[src/rtl/ika9958_tilecyc_gen_pkg.sv]
// Shared mnemonics for the tile-cycle generator: decode-mode encoding and
// default load/wrap/window constants.
package IKA9958_mnemonics;

   typedef enum logic [1:0] {
      DM_ANY   = 2'b00,
      DM_TXT   = 2'b01,
      DM_GFX   = 2'b10,
      DM_NEVER = 2'b11
   } dec_mode_t;

   localparam logic [8:0] DEF_SYNC_LD  = 9'h1E3;
   localparam logic [8:0] DEF_WRAP_TXT = 9'h177;
   localparam logic [8:0] DEF_WRAP_GFX = 9'h12F;
   localparam logic [8:0] DEF_WRAP_LD  = 9'h1D1;
   localparam logic [8:0] DEF_WIN_ON   = 9'h000;
   localparam logic [8:0] DEF_WIN_OFF  = 9'h140;

endpackage

[src/rtl/ika9958_tilecyc_gen_dec.sv]
// One programmable decode-table entry: mode gate plus full-count or
// pixel-field-only compare against the current count.
module ika9958_tilecyc_dec
   import IKA9958_mnemonics::*;
#(
   parameter int unsigned LO_W = 4,
   parameter int unsigned CW   = 9
)(
   input  logic [CW-1:0] i_cnt,
   input  logic [CW-1:0] i_val,
   input  logic          i_lo_only,
   input  logic [1:0]    i_mode,
   input  logic          i_txt,
   output logic          o_hit
);

   dec_mode_t w_mode;
   logic      w_mode_ok;
   logic      w_eq;

   assign w_mode = dec_mode_t'(i_mode);

   always_comb begin
      w_mode_ok = 1'b0;
      case (w_mode)
         DM_ANY:   w_mode_ok = 1'b1;
         DM_TXT:   w_mode_ok = i_txt;
         DM_GFX:   w_mode_ok = ~i_txt;
         DM_NEVER: w_mode_ok = 1'b0;
         default:  w_mode_ok = 1'b0;
      endcase
   end

   assign w_eq  = i_lo_only ? (i_cnt[LO_W-1:0] == i_val[LO_W-1:0]) : (i_cnt == i_val);
   assign o_hit = w_mode_ok & w_eq;

endmodule

[src/rtl/ika9958_tilecyc_gen.sv]
// Horizontal tile/pixel cycle counter with active-window flag and NDEC-entry
// decode table. Define IKA9958_TILECYC_DECREG_EN to register the decode outputs.
module ika9958_tilecyc_gen
   import IKA9958_mnemonics::*;
#(
   parameter int unsigned LO_W   = 4,
   parameter int unsigned HI_W   = 5,
   parameter int unsigned TXT_PX = 12,
   parameter int unsigned GFX_PX = 16,
   parameter int unsigned NDEC   = 8,
   parameter logic [HI_W+LO_W-1:0] SYNC_LD  = DEF_SYNC_LD,
   parameter logic [HI_W+LO_W-1:0] WRAP_TXT = DEF_WRAP_TXT,
   parameter logic [HI_W+LO_W-1:0] WRAP_GFX = DEF_WRAP_GFX,
   parameter logic [HI_W+LO_W-1:0] WRAP_LD  = DEF_WRAP_LD,
   parameter logic [HI_W+LO_W-1:0] WIN_ON   = DEF_WIN_ON,
   parameter logic [HI_W+LO_W-1:0] WIN_OFF  = DEF_WIN_OFF
)(
   input  logic                          phiA,
   input  logic                          RST_async_n,
   input  logic                          phiL_NCEN,
   input  logic                          line_sync,
   input  logic                          txt_mode,
   input  logic [NDEC*(HI_W+LO_W)-1:0]   dec_val,
   input  logic [NDEC-1:0]               dec_lo_only,
   input  logic [NDEC*2-1:0]             dec_mode,
   output logic [HI_W+LO_W-1:0]          cnt,
   output logic [NDEC-1:0]               dec,
   output logic                          tile_eot,
   output logic                          win_active,
   output logic                          mode_q
);

   localparam int unsigned CW = HI_W + LO_W;

   logic [CW-1:0]   r_cnt;
   logic            r_mode_q;
   logic            r_tile_eot;
   logic            r_win;

   logic [LO_W-1:0] w_lo;
   logic [HI_W-1:0] w_hi;
   logic [LO_W-1:0] w_px_last;
   logic            w_wrap;
   logic            w_carry;
   logic [CW-1:0]   w_cnt_nxt;
   logic [NDEC-1:0] w_hit;

   assign w_lo      = r_cnt[LO_W-1:0];
   assign w_hi      = r_cnt[CW-1:LO_W];
   assign w_px_last = r_mode_q ? LO_W'(TXT_PX - 1) : LO_W'(GFX_PX - 1);
   assign w_wrap    = (r_cnt == (r_mode_q ? WRAP_TXT : WRAP_GFX));

   // Sync beats wrap beats tile carry; lo values past the tile width just roll over without carry.
   always_comb begin
      w_cnt_nxt = r_cnt;
      w_carry   = 1'b0;
      if (line_sync) begin
         w_cnt_nxt = SYNC_LD;
      end else if (w_wrap) begin
         w_cnt_nxt = WRAP_LD;
      end else if (w_lo == w_px_last) begin
         w_cnt_nxt[CW-1:LO_W] = w_hi + 1'b1;
         w_cnt_nxt[LO_W-1:0]  = '0;
         w_carry              = 1'b1;
      end else begin
         w_cnt_nxt[LO_W-1:0]  = w_lo + 1'b1;
      end
   end

   always_ff @(posedge phiA or negedge RST_async_n) begin
      if (!RST_async_n) begin
         r_cnt      <= '0;
         r_mode_q   <= 1'b0;
         r_tile_eot <= 1'b0;
         r_win      <= 1'b0;
      end else if (phiL_NCEN) begin
         r_cnt      <= w_cnt_nxt;
         r_tile_eot <= w_carry;
         if (line_sync) begin
            r_mode_q <= txt_mode;
            r_win    <= 1'b0;
         end else if (r_cnt == WIN_OFF) begin
            r_win    <= 1'b0;
         end else if (r_cnt == WIN_ON) begin
            r_win    <= 1'b1;
         end
      end
   end

   for (genvar gi = 0; gi < NDEC; gi++) begin : g_dec
      ika9958_tilecyc_dec #(
         .LO_W (LO_W),
         .CW   (CW)
      ) u_dec (
         .i_cnt     (r_cnt),
         .i_val     (dec_val[gi*CW +: CW]),
         .i_lo_only (dec_lo_only[gi]),
         .i_mode    (dec_mode[gi*2 +: 2]),
         .i_txt     (r_mode_q),
         .o_hit     (w_hit[gi])
      );
   end

`ifdef IKA9958_TILECYC_DECREG_EN
   logic [NDEC-1:0] r_dec;

   always_ff @(posedge phiA or negedge RST_async_n) begin
      if (!RST_async_n) begin
         r_dec <= '0;
      end else if (phiL_NCEN) begin
         r_dec <= w_hit;
      end
   end

   assign dec = r_dec;
`else
   assign dec = w_hit;
`endif

   assign cnt        = r_cnt;
   assign tile_eot   = r_tile_eot;
   assign win_active = r_win;
   assign mode_q     = r_mode_q;

endmodule

[config.mk]
export PLATFORM = sky130hd
export DESIGN_NAME = ika9958_tilecyc_gen
export DESIGN_NICKNAME = d
export VERILOG_FILES = /design/src/rtl/ika9958_tilecyc_gen_pkg.sv /design/src/rtl/ika9958_tilecyc_gen_dec.sv /design/src/rtl/ika9958_tilecyc_gen.sv
export SDC_FILE = /design/constraint.sdc
export NUM_CORES = 1
export LEC_CHECK = 0
export BUFFER_PORTS_ARGS = -buffer_cell sky130_fd_sc_hd__buf_2
export CAP_MARGIN = 40
export CORE_ASPECT_RATIO = 1.25
export CORE_MARGIN = 5
export CORE_UTILIZATION = 45
export CTS_CLUSTER_SIZE = 14
export DETAILED_ROUTE_END_ITERATION = 10
export PLACE_DENSITY = 0.87
export SLEW_MARGIN = 20
export SYNTH_ARGS = -nofsm -noshare
export SYNTH_HDL_FRONTEND = slang
export SYNTH_HIERARCHICAL = 1
export SYNTH_SLANG_ARGS = --single-unit
[constraint.sdc]
create_clock -name phiA -period 3.45 [get_ports phiA]
set_input_delay 0.8625 -clock phiA [delete_from_list [all_inputs] [get_ports phiA]]
set_output_delay 0.8625 -clock phiA [all_outputs]
set_load 0.01 [all_outputs]
==> results.md <==
- Outcome: completed
- Placed Cells: 345
- Slowest library cell on the worst path: dfrtp_1
- Post-CTS Setup Repair Bufs: 0
- Metal2 WL: between 3 and 4 mm
- TritonCTS clock tree: yes
- Sequential-to-total area share from yosys stat: 17.6%
- Clk pin slew, worst setup/hold paths: approximately 50 ps
- Critical path buffers and inverters: 1
- Pwr Total: 799 uW
- Placed inst area: between 2000 and 2500 um2
- Num rows: 25
- Reg area: 300 um2
- Post-Route WL: 5.94 mm
- R2R depth: 4
- Max_slew headroom: 49.0%
- # resized after CTS: 0
- Final net count: 417
- P&R area growth vs syn: 41.2%
- Final Cell Area: 2400 um2
- H-tree lvl count: 1
- Pre-Repair DR Iteration Count: 4
- CTS max path bufs: 2
- Die area: 5120 um2
- Fin util: 64.5%
- Max Cap Violations: 0
- Synthesized cell area: 1700 um2
- Cell count after synthesis: 190
- EDFF count, synth: 0
- Hold slack final: between 400 and 500 ps
- Largest net degree at the start of global routing: 22
- Crit path launch: cnt[4]
- Residual DRC: 0
- PwrDens: 333 nW/um2
- Clk_lat worst skew: roughly 240 ps
- Share of layout cells above drive strength 1: between 40 and 50%
- Cell Count, Final, Fillers Out: 350
- Unrepaired setup endpoints after global routing: false
- Pleak: 1.07 nW
- Seq cells post-synth: 12
- IO Port Bufs: 120
- Chip Width: 65 um
- Max-slew violation count: 0
- Avg Vias per Cell: 5.55
- Clock net sink count: 12
- Metal-1 WL: 2.21 mm
- Synthesis Warnings: 6
- 1st-iter DRT viols: 110
- Worst setup EP type: primary output
- Layout fillers: 312
- Syn_area_per_cell: 8.96 um2
- Initial core utilization: 45.7%
- FFs w/ async S/R, synth: 100%
- Grt ovf: 0
- Worst slew pin tran: roughly 770 ps
- Setup WS post-layout: 413 ps
- Top FF cell, synth: dfrtp_1
- Startpoint Class: register
- Req. time, crit path: between 2000 and 3000 ps
- Top Layer Used: met4
- Hold Fails Final Rpt: 0
- Worst VDD drop: 0.207 mV
- Met3 WL: 568 um
- Period minus WS final: 3040 ps
- Worst Clk Skew: 2.41 ps
- Critical Path AT: 2170 ps
- Vias in the first global route: roughly 1,900
- Period utilization: 88.0%
- Pre-CTS setup slack: 507 ps
- GP Congestion: around 0.85
- DP HPWL: approximately 4.6 mm
- R2R Path Start: cnt[4]
- CP max FO: 17
- Total number of vias: between 1,500 and 2,000
- Sum Neg Setup Slack: 0 ps
- First-pass GRT wire length: roughly 8.8 mm
- Gr usage total: 22.0%
- Setup CP Type: reg2out
- Post-route ant nets: 0
- Achievable Freq: 0.329 GHz
- Top Family by Delay on Critical Path: flip-flops
- Library cells used by synthesis: 41
- Syn nets: 295
- Multi-input gate area: 1350 um2
- Core Box Area: 3720 um2
- TritonCTS Buffers: 3
- Setup violators final: 0
- HP Class: in2async
- Root Driver: clkbuf_8
- Routed WL per cell: 17.0 um
- Ports: 121
- CP max stage delay: about 840 ps
- Initial antenna violation count: 0
- Die Span Y: a little under 80 um
- Critical path, cell by cell: xor2_1 -> nor3_1 -> a31oi_1 -> a2111oi_2 -> buf_2
- Cts hold-fix bufs: 0
- Worst path depth: 5
- Ant diodes: 0
## power by group
part	switching, mW	internal (mW)
clock network	0.0525	0.0771
logic	0.184	0.222
registers	0.100	0.163
## cells in the final DEF, fill, tap and decap left out, types with 7 or more instances in the layout
cell type  instances
a2111oi_2          8
a31oi_1            9
buf_2            120
dfrtp_1           12
inv_1              7
nand4_1           12
nor2_1             8
nor2b_1            8
nor3_1             8
xnor2_1           48
xor2_1            25
## final timing paths
| kind | endpoint | slack, ps |
|---|---|---|
| min in group phiA | tile_eot | 540 |
| worst min register to register | tile_eot | 540 |
| worst max register to register | cnt[5] | 1160 |
| max in group asynchronous | win_active | 2740 |
| worst min-delay path | tile_eot | 490 |
| worst max-delay path | dec[3] | 410 |
## state kept, by name, indices dropped and copies added, names as in the netlist
| name | count |
|---|---|
| cnt | 9 |
| mode_q | 1 |
| tile_eot | 1 |
| win_active | 1 |
## cell families (layout without fill, tap and decap cells)
kind of cell / Yosys count / in the layout / share of synthesized area, %
XOR/XNOR: 73 / 73 / 37.6
adder cells (fa/ha/maj): 4 / 4 / 2.94
AO/OA/AOI/OAI: 35 / 35 / 19.9
flip-flops: 12 / 12 / 17.6
multiplexers: 2 / 2 / 1.25
buffers and inverters: 12 / 132 / 2.79
AND/OR/NAND/NOR: 52 / 52 / 17.9
## synthesized netlist by cell type, types with 2 or more instances
cell type	n	area [um2]
xnor2_1	48	420
xor2_1	25	219
dfrtp_1	12	300
nand4_1	12	75.1
a31oi_1	9	56.3
a2111oi_2	8	120
nor2_1	8	30.0
nor2b_1	8	50.1
nor3_1	8	40.0
inv_1	7	26.3
ha_1	4	50.1
a211oi_1	3	22.5
clkbuf_1	3	11.3
nand2_1	3	11.3
and3_1	2	12.5
buf_2	2	10.0
nand3_1	2	10.0
nand4b_1	2	17.5
o41ai_1	2	17.5
## metal layers
metal | vias up | global-route usage [%]
li1 | 933 | -
met4 | 0 | 7.19
met5 | - | 0
met3 | 13 | 4.53
met1 | 889 | 24.4
met2 | 106 | 40.8
## cell type report
type / instances / share of cell area, %
clock buffers: 3 / 1.72
multi-input cells: 166 / 56.4
repair buffers: 122 / 26.3
inverters: 7 / 1.09
well taps: 40 / 2.08
flip-flops and latches: 12 / 12.5
No activity file was read; power rests on OpenSTA's default activity.
